File: config.mk
export PLATFORM = sky130hd
export DESIGN_NAME = out_alloc_flat
export DESIGN_NICKNAME = d
export VERILOG_FILES = /design/src/rtl/out_alloc_pkg.sv /design/src/rtl/out_alloc_if.sv /design/src/rtl/rr_pick.sv /design/src/rtl/out_alloc.sv /design/src/flat_wrapper.sv
export SDC_FILE = /design/constraint.sdc
export NUM_CORES = 1
export LEC_CHECK = 0
export CAP_MARGIN = 20
export CELL_PAD_IN_SITES_DETAIL_PLACEMENT = 0
export CELL_PAD_IN_SITES_GLOBAL_PLACEMENT = 1
export CORE_MARGIN = 1
export CORE_UTILIZATION = 42
export CTS_BUF_LIST = sky130_fd_sc_hd__clkbuf_16
export CTS_CLUSTER_DIAMETER = 100
export DETAILED_ROUTE_END_ITERATION = 16
export GPL_ROUTABILITY_DRIVEN = 0
export PLACE_DENSITY_LB_ADDON = 0.3
export SETUP_SLACK_MARGIN = 0.2
export SLEW_MARGIN = 30
export SYNTH_ARGS = -nofsm -noshare
export SYNTH_HDL_FRONTEND = slang
export SYNTH_SLANG_ARGS = --single-unit
File: constraint.sdc
create_clock -name clk -period 3.6 [get_ports clk]
set_input_delay 0.54 -clock clk [delete_from_list [all_inputs] [get_ports clk]]
set_output_delay 0.54 -clock clk [all_outputs]
set_load 0.05 [all_outputs]
File: src/rtl/out_alloc_pkg.sv
// out_alloc_pkg: shared widths, FSM encoding and one-hot helper for the switch allocator
package out_alloc_pkg;
    localparam int PORT    = 4;
    localparam int PORT_P1 = 5;
    typedef enum logic {
        OALLOC_IDLE   = 1'b0,
        OALLOC_LOCKED = 1'b1
    } state_t;
    function automatic logic [2:0] oh2idx(input logic [PORT:0] oh);
        logic [2:0] idx;
        idx = '0;
        for (int i = 0; i <= PORT; i++)
            idx = oh[i] ? 3'(i) : idx;
        return idx;
    endfunction
endpackage

File: src/rtl/out_alloc_if.sv
// out_alloc_if: input-buffer <-> output-allocator handshake
//   req/tail/ready : per-input request, tail marker, downstream credit
//   sel/ack/busy   : registered mux grant, per-input dequeue, output held
interface out_alloc_if;
    import out_alloc_pkg::*;
    logic [PORT:0] req;
    logic [PORT:0] tail;
    logic          ready;
    logic [PORT:0] sel;
    logic [PORT:0] ack;
    logic          busy;
    modport master (output req, tail, ready, input sel, ack, busy);
    modport slave  (input req, tail, ready, output sel, ack, busy);
endinterface

File: src/rtl/rr_pick.sv
// rr_pick: 5-way round-robin picker, first requester at or after ptr (wrap 4->0)
//   req/ptr in, gnt one-hot or zero, any = some request present
module rr_pick
    import out_alloc_pkg::*;
(
    input  logic [PORT:0] req,
    input  logic [2:0]    ptr,
    output logic [PORT:0] gnt,
    output logic          any
);
    logic [3:0] j;
    always_comb begin
        gnt = '0;
        j   = '0;
        // Scan farthest to nearest so the port closest to ptr wins last.
        for (int k = PORT; k >= 0; k--) begin
            j = {1'b0, ptr} + 4'(k);
            j = (j >= 4'(PORT_P1)) ? j - 4'(PORT_P1) : j;
            if (req[j[2:0]]) gnt = PORT_P1'(1) << j;
        end
        any = |req;
    end
endmodule

File: src/rtl/out_alloc.sv
// out_alloc: per-output switch allocator, holds the grant from head to tail
//   clk, rst_n (async active-low), bus: out_alloc_if.slave
module out_alloc
    import out_alloc_pkg::*;
(
    input  logic         clk,
    input  logic         rst_n,
    out_alloc_if.slave   bus
);
    state_t        state, state_nx;
    logic [2:0]    owner, owner_nx, ptr, ptr_nx;
    logic [PORT:0] sel, sel_nx, gnt;
    logic          any, xfer;
    rr_pick u_pick (.req(bus.req), .ptr(ptr), .gnt(gnt), .any(any));
    always_ff @(posedge clk or negedge rst_n) begin
        if (!rst_n) begin
            state <= OALLOC_IDLE;
            owner <= '0;
            ptr   <= '0;
            sel   <= '0;
        end else begin
            state <= state_nx;
            owner <= owner_nx;
            ptr   <= ptr_nx;
            sel   <= sel_nx;
        end
    end
    assign xfer = bus.req[owner] & bus.ready;
    always_comb begin
        state_nx = state;
        owner_nx = owner;
        ptr_nx   = ptr;
        sel_nx   = sel;
        if (state == OALLOC_IDLE) begin
            if (any) begin
                state_nx = OALLOC_LOCKED;
                owner_nx = oh2idx(gnt);
                sel_nx   = gnt;
            end
        end else if (xfer && bus.tail[owner]) begin
            // Pointer moves only on release so a long packet cannot skew fairness.
            state_nx = OALLOC_IDLE;
            sel_nx   = '0;
            ptr_nx   = (owner == 3'(PORT)) ? 3'd0 : owner + 3'd1;
        end
    end
    always_comb begin
        bus.sel  = sel;
        bus.ack  = sel & bus.req & {PORT_P1{bus.ready}};
        bus.busy = (state == OALLOC_LOCKED);
    end
endmodule

File: src/flat_wrapper.sv
// flat-port wrapper written by rule: the top's interface ports become plain ports
module out_alloc_flat import out_alloc_pkg::*;
  (clk, rst_n, bus_req, bus_tail, bus_ready, bus_sel, bus_ack, bus_busy);
  out_alloc_if bus_i ();
  input  logic clk;
  input  logic rst_n;
  input wire logic [$bits(bus_i.req)-1:0] bus_req;
  input wire logic [$bits(bus_i.tail)-1:0] bus_tail;
  input wire logic [$bits(bus_i.ready)-1:0] bus_ready;
  output wire logic [$bits(bus_i.sel)-1:0] bus_sel;
  output wire logic [$bits(bus_i.ack)-1:0] bus_ack;
  output wire logic [$bits(bus_i.busy)-1:0] bus_busy;
  assign bus_i.req = bus_req;
  assign bus_i.tail = bus_tail;
  assign bus_i.ready = bus_ready;
  assign bus_sel = bus_i.sel;
  assign bus_ack = bus_i.ack;
  assign bus_busy = bus_i.busy;
  out_alloc u_core (.clk(clk), .rst_n(rst_n), .bus(bus_i));
endmodule
* Word-level counts from Yosys, hierarchy flattened
Cells that the tools add are included.
** Word-level totals
- Bits in registers :: 12
- Latch bits :: 0
- Memory bits (writable) :: 0
- Bits in read-only memories :: 0
- Output and inout port bits :: 11
- Word-level logic and storage cells :: 77
- Memories :: 0
** Cells by class
- Add/sub/neg operators :: 10
- Multipliers :: 0
- Div/mod/pow operators :: 0
- Magnitude comparators :: 11
- Eq/ne operators :: 2
- Shifts and indexed selects :: 5
- Multiplexer cells :: 35
- Bitwise gates (word level) :: 4
- Reduce and logical (&&, ||, !) cells :: 6
** Operator list (count)
- $mux W5 :: 8
- $shl A1 B4 Y5 const A :: 5
- $lt A3 B4 Y1 const B :: 6
- $bmux W1 S3 :: 7
- $mux W4 :: 5
- $ge A4 B3 Y1 const B :: 4
- $sub A4 B3 Y4 const B :: 4
- $mux W3 :: 4
- $mux W1 :: 11
- $and A5 B5 Y5 :: 2
- $add A3 B2 Y4 const B :: 2
- $reduce_and A2 Y1 :: 3
- $reduce_or A5 Y1 :: 1
- $add A3 B1 Y4 const B :: 1
- $add A3 B3 Y4 const B :: 1
- $sub A3 B3 Y4 const B :: 1
- $add A3 B1 Y3 const B :: 1
- $eq A3 B3 Y1 const B :: 1
- $ge A3 B3 Y1 const B :: 1
- $ne A2 B2 Y1 const B :: 1
- $reduce_bool A2 Y1 :: 1
- $and A1 B1 Y1 :: 1
- $logic_and A1 B1 Y1 :: 1
- $not A1 Y1 :: 1

* Longest topological paths before layout
Gate-level depths: netlist of run 1.
- Depth in word-level cells :: 14
- Gate-level depth with buffers :: 15
- Gate-level depth less buffers :: 13

* Cells and area by module
A second synthesis of run 1 with hierarchy kept.
** Unflattened totals
- Cells, all modules :: 272
- Area total of the unflattened synthesis :: 2199.6 µm²
** Modules (own cells, without submodules)
- rr_pick :: times used 1, cells an instance 206, area an instance 1571.5 µm²
- out_alloc :: times used 1, cells an instance 66, area an instance 628.1 µm²

* Worst setup path after synthesis of run 1
OpenSTA, ideal clock, no wires.
- Path type :: register -> register
- From :: register u_core.ptr[0]
- To :: register u_core.owner[1]
- Setup time :: 0.121 ns
- Arrival time :: 3.005 ns
- Data required time :: 3.479 ns
- Setup slack :: 0.474 ns
- Cell stages (with the launch flop) :: 15
- Buffers on the path :: 2
- Cell sequence :: dfrtp_1 > buf_4 > inv_1 > buf_4 > ha_1 > inv_1 > ha_1 > a21oi_2 > mux4_2 > nor2_2 > a31oi_2 > and4b_1 > a311oi_2 > nand2_1 > a22o_1
** On the way
- Longest elaborated chain between the ends :: 13
- Elaborated cells on any way between the ends :: 42
** Ends and longest elaborated chain
- start, declared :: line out_alloc.sv:11 : logic [2:0] owner, owner_nx, ptr, ptr_nx;
- start signal, assigned :: line out_alloc.sv:24 : ptr <= ptr_nx;
- $add A3 B3 Y4 :: line rr_pick.sv:17 : j = {1'b0, ptr} + 4'(k);
- $sub A4 B3 Y4 or $ge A4 B3 Y1 (tied branches) :: line rr_pick.sv:18 : j = (j >= 4'(PORT_P1)) ? j - 4'(PORT_P1) : j;
- $mux W4 :: line rr_pick.sv:18
- $bmux W1 S3 :: line rr_pick.sv:19 : if (req[j[2:0]]) gnt = PORT_P1'(1) << j;
- $mux W1 (implied by the code) :: line rr_pick.sv:19
- $mux W5 (4 in series) :: line rr_pick.sv:19
- $mux W5 (*) :: line rr_pick.sv:19
- $mux W3 (2 in series) :: line out_alloc_pkg.sv:13 : idx = oh[i] ? 3'(i) : idx;
- $mux W3 (*) :: line out_alloc_pkg.sv:13
- end signal, assigned :: line out_alloc.sv:23 : owner <= owner_nx;
- end, declared :: line out_alloc.sv:11
Every way passes the cells marked *; elsewhere a longest branch is shown, timed or not. The select of a mux whose other input is x is not followed.
A chain may end at the register's enable or synchronous reset.

* Worst setup path in the final report of run 1
- From :: register u_core.ptr[0]
- To :: register u_core.owner[0]
** On the way
- Longest elaborated chain between the ends :: 14
- Elaborated cells on any way between the ends :: 43
** Ends and longest elaborated chain (line)
- $add A3 B3 Y4 :: rr_pick.sv:17
- $sub A4 B3 Y4 or $ge A4 B3 Y1 (tied branches) :: rr_pick.sv:18
- $mux W4 :: rr_pick.sv:18
- $bmux W1 S3 :: rr_pick.sv:19
- $mux W1 (implied by the code) :: rr_pick.sv:19
- $mux W5 (4 in series) :: rr_pick.sv:19
- $mux W5 (*) :: rr_pick.sv:19
- $mux W1 :: out_alloc_pkg.sv:13
- $mux W3 (2 in series) :: out_alloc_pkg.sv:13
- $mux W3 (*) :: out_alloc_pkg.sv:13
Marks and branches as above.

==> results of run 1 <==
[placed cells by master (no fill, tap or decap), types with 2 or more instances in the layout]
cell type                         synthesis  routed
sky130_fd_sc_hd__and3_1                   8       8
sky130_fd_sc_hd__o22a_1                   2       2
sky130_fd_sc_hd__a21o_1                   2       2
sky130_fd_sc_hd__and3b_1                  2       2
sky130_fd_sc_hd__o21ai_0                 17      17
sky130_fd_sc_hd__a31oi_2                  2       2
sky130_fd_sc_hd__o32ai_1                  3       3
sky130_fd_sc_hd__nor3b_1                  5       5
sky130_fd_sc_hd__a41oi_1                  2       2
sky130_fd_sc_hd__a31oi_1                  3       3
sky130_fd_sc_hd__o22ai_1                  3       3
sky130_fd_sc_hd__nand2_1                 28      28
sky130_fd_sc_hd__dfrtp_1                 12      12
sky130_fd_sc_hd__nor3_1                   6       6
sky130_fd_sc_hd__nand2b_1                 8       8
sky130_fd_sc_hd__xor2_1                   2       2
sky130_fd_sc_hd__clkdlybuf4s50_1          0      23
sky130_fd_sc_hd__buf_4                    5      11
sky130_fd_sc_hd__ha_1                    12      12
sky130_fd_sc_hd__nand4_1                  2       2
sky130_fd_sc_hd__and4b_1                  2       2
sky130_fd_sc_hd__xnor2_1                  3       3
sky130_fd_sc_hd__a21oi_1                 17      17
sky130_fd_sc_hd__o211ai_1                 2       2
sky130_fd_sc_hd__o21ai_1                  2       2
sky130_fd_sc_hd__a211oi_1                 3       3
sky130_fd_sc_hd__mux2i_1                 15      15
sky130_fd_sc_hd__inv_1                   14      14
sky130_fd_sc_hd__nand3_1                 11      11
sky130_fd_sc_hd__nor2b_1                  4       4
sky130_fd_sc_hd__nor2_1                  14      14
sky130_fd_sc_hd__mux4_2                   2       2
sky130_fd_sc_hd__a32oi_1                  2       2
sky130_fd_sc_hd__a22o_1                   2       2
sky130_fd_sc_hd__o311ai_1                 2       2
sky130_fd_sc_hd__clkbuf_16                0       3
[kinds of logic (layout without fill, tap and decap cells)]
| logic type | after synthesis | count (layout) |
|---|---|---|
| simple gates | 97 | 97 |
| compound gates | 80 | 80 |
| mux | 18 | 18 |
| xor+xnor | 5 | 5 |
| fa+ha+maj | 13 | 13 |
| buf+inv | 32 | 52 |
| flops | 12 | 12 |
[flip-flops by register name, indices dropped and copies added (netlist names)]
register / count
u_core.owner: 3
u_core.bus.busy: 1
u_core.bus.sel: 5
u_core.ptr: 3
[area by class of cell]
cell class	instances	area (um^2)	area share
multi-input combinational	213	1540	0.655
timing repair buffer	34	313	0.133
sequential	12	300	0.128
clock buffer	3	75.1	0.0320
tap	52	65.1	0.0277
inverter	15	56.3	0.0240
[through the flow]
step	util	setup slack, ns	instance area [um^2]	hold slack [ns]	instances
after CTS	0.521	0.351	2330	0.509	328
after global routing	0.525	0.215	2350	0.545	329
after global placement	0.504	0.368	2260	0.494	325
after floorplan	-	0.474	2000	0.244	257
final	0.525	0.403	2350	0.512	329
after detailed placement	0.504	0.361	2260	0.493	325
[worst max-delay path: stages, from the launching register on]
cell	delay (ns)
sky130_fd_sc_hd__dfrtp_1	0.37
sky130_fd_sc_hd__inv_1	0.09
sky130_fd_sc_hd__buf_4	0.23
sky130_fd_sc_hd__ha_1	0.18
sky130_fd_sc_hd__inv_1	0.05
sky130_fd_sc_hd__fa_1	0.45
sky130_fd_sc_hd__a21oi_4	0.27
sky130_fd_sc_hd__buf_4	0.18
sky130_fd_sc_hd__a211oi_1	0.05
sky130_fd_sc_hd__xnor2_1	0.37
sky130_fd_sc_hd__nand2_1	0.13
sky130_fd_sc_hd__nor3_1	0.19
sky130_fd_sc_hd__o311ai_1	0.12
sky130_fd_sc_hd__and3_1	0.22
sky130_fd_sc_hd__a22o_1	0.19
[timing repair]
item | in CTS | in global routing
hold buffers | 0 | 0
setup buffers | 0 | 1
endpoints found under the setup margin | 0 | 8
gates resized for setup | 0 | 1
hold endpoints to repair | 0 | 0
[how the worst max path moves through the flow]
stage,from,to,slack [ns]
2_1_floorplan,u_core.ptr[0]$_DFFE_PN0P_,u_core.owner[1]$_DFFE_PN0P_,0.47
5_1_grt,u_core.ptr[0]$_DFFE_PN0P_,u_core.owner[0]$_DFFE_PN0P_,0.22
4_1_cts,u_core.ptr[0]$_DFFE_PN0P_,u_core.owner[0]$_DFFE_PN0P_,0.35
3_5_place_dp,u_core.ptr[0]$_DFFE_PN0P_,u_core.owner[0]$_DFFE_PN0P_,0.36
3_3_place_gp,u_core.ptr[0]$_DFFE_PN0P_,u_core.owner[0]$_DFFE_PN0P_,0.37
6_report,u_core.ptr[0]$_DFFE_PN0P_,u_core.owner[0]$_DFFE_PN0P_,0.40
[metal layers]
metal | track usage | share of wire
met1 | 0.380 | 0.49
met2 | 0.388 | 0.44
met3 | 0.0456 | 0.066
met4 | 0.0400 | 0.0024
met5 | 0 | 0
==> impl_metrics.env, run 1 <==
export IMPL_synth_xor_area_frac=0.0219
export IMPL_synth_top_cells_by_count="28 x sky130_fd_sc_hd__nand2_1, 17 x sky130_fd_sc_hd__a21oi_1, 17 x sky130_fd_sc_hd__o21ai_0"
export IMPL_synthesis_area_um2=2000
export IMPL_place_port_buffers=23
export IMPL_mappedNetlistNets=283
export IMPL_hold_path_endpoint="u_core.bus.sel[1]$_DFFE_PN0P_"
export IMPL_grt_start_max_net_pins=29
export IMPL_post_synth_top_area_cell="sky130_fd_sc_hd__dfrtp_1"
export IMPL_grt_pass1_wl_mm=9.96
export IMPL_detail_route_wirelength_mm=5.92
export IMPL_ys_types=62
export IMPL_netlist_area_leader_share=0.150
export IMPL_synth_async_reset_ratio=1.00
export IMPL_dp_wirelength_mm=4.38
export IMPL_synth_top_cells_by_area="sky130_fd_sc_hd__dfrtp_1 15%, sky130_fd_sc_hd__ha_1 7.5%, sky130_fd_sc_hd__mux2i_1 7.5%"
export IMPL_min_from="u_core.bus.sel[1]$_DFFE_PN0P_"
export IMPL_placementRows=24
export IMPL_detail_route_wl_per_cell_um=18.0
export IMPL_largest_family_of_logic_cells_by_synthesized_area="compound AO/OA/AOI/OAI gates"
export IMPL_drcViolationCount=0
export IMPL_cts_htree_levels=1
export IMPL_worst_hold_path_type="flip-flop to flip-flop"
export IMPL_crit_type="flip-flop to flip-flop"
export IMPL_seq_area_frac_synth=0.150
export IMPL_period_minus_slack_ns=3.20
export IMPL_final_antenna_net_count=0
export IMPL_synth_adder_area_share=0.0853
export IMPL_ys_warnings=0
export IMPL_syn_to_final_growth_pct=17.6
export IMPL_numCtsBuffers=3
export IMPL_synth_edff_count=0
export IMPL_rsz0062_at_grt="false"
export IMPL_worstSetupStartpointType="flip-flop"
export IMPL_i_o_pins=24
export IMPL_final_setup_tns_ns=0
export IMPL_globalRoute_totalOverflow=0
export IMPL_cap_viol_max_count=0
export IMPL_cp_data_arrival_time_ns=3.32
export IMPL_yosysMostFrequentCell="sky130_fd_sc_hd__nand2_1"
export IMPL_timing_clock_skew_ns=0.00171
export IMPL_initial_drt_pass_iterations=5
export IMPL_antenna_cell_count=0
export IMPL_cts_tree="built"
export IMPL_final_period_utilization=0.888
export IMPL_initial_utilization=0.446
export IMPL_drt_first_iter_violations=166
export IMPL_filler_cell_count=448
export IMPL_number_of_antenna_violations_at_the_first_check_in_global_routing=0
export IMPL_die_x_um=70.9
export IMPL_postSynthAreaPerCell_um2=7.77
export IMPL_r2r_slack_ns=0.40
export IMPL_run_status="finished, final reports clean"
export IMPL_max_clock_path_buffers=2
export IMPL_synth_simple_gate_area_share=0.256
export IMPL_timing_hold_violations_final=0
export IMPL_vias_in_the_first_global_route=1928
export IMPL_worst_endpoint_required_ns=3.72
export IMPL_post_drt_via_cell_ratio=6.26
export IMPL_critical_path_peak_fanout=16
export IMPL_placeableCoreArea_um2=4470
export IMPL_root_buffer="sky130_fd_sc_hd__clkbuf_16"
export IMPL_worst_r2r_path_depth=14
export IMPL_drive_above_1_share=0.112
export IMPL_cts_sinks=12
export IMPL_clk_insertion_delay_late_ns=0.24
export IMPL_die_area_um2=5030
export IMPL_dr_total_vias=2061
export IMPL_synth_seq_cells=12
export IMPL_synth_mux_area_fraction=0.111
export IMPL_report_final_setup_viol=0
export IMPL_timing_slew_headroom=0.610
export IMPL_end_kind="flip-flop"
export IMPL_timing_worst_slew_pin_value_ns=0.584
export IMPL_synth_compound_gate_area_share=0.292
export IMPL_critical_path_reg2reg_startpoint="u_core.ptr[0]$_DFFE_PN0P_"
export IMPL_global_route_usage_total=0.254
export IMPL_worst_hold_path_num_cells=1
export IMPL_fmaxAchievable_ghz=0.313
export IMPL_timing_rr_end="u_core.owner[0]$_DFFE_PN0P_"
export IMPL_finalMaxSlewViolations=0
export IMPL_cts_clk_slew_worst_paths_ns=0.04
export IMPL_final_nets=305
export IMPL_synthCells=257
export IMPL_chipHeight_um=70.9
export IMPL_synth_main_ff_cell="sky130_fd_sc_hd__dfrtp_1"
Power of run 1 is not shown: default switching activity piles up to over one toggle a cycle in this logic, so the estimate is an artifact.
==> run 2: changes to the inputs <==
- CAP_MARGIN: 20 -> 15
==> results of run 2 <==
No change in the layout: final DEF, timing and power equal those of run 1.
Power of run 2 is left out for the same reason.
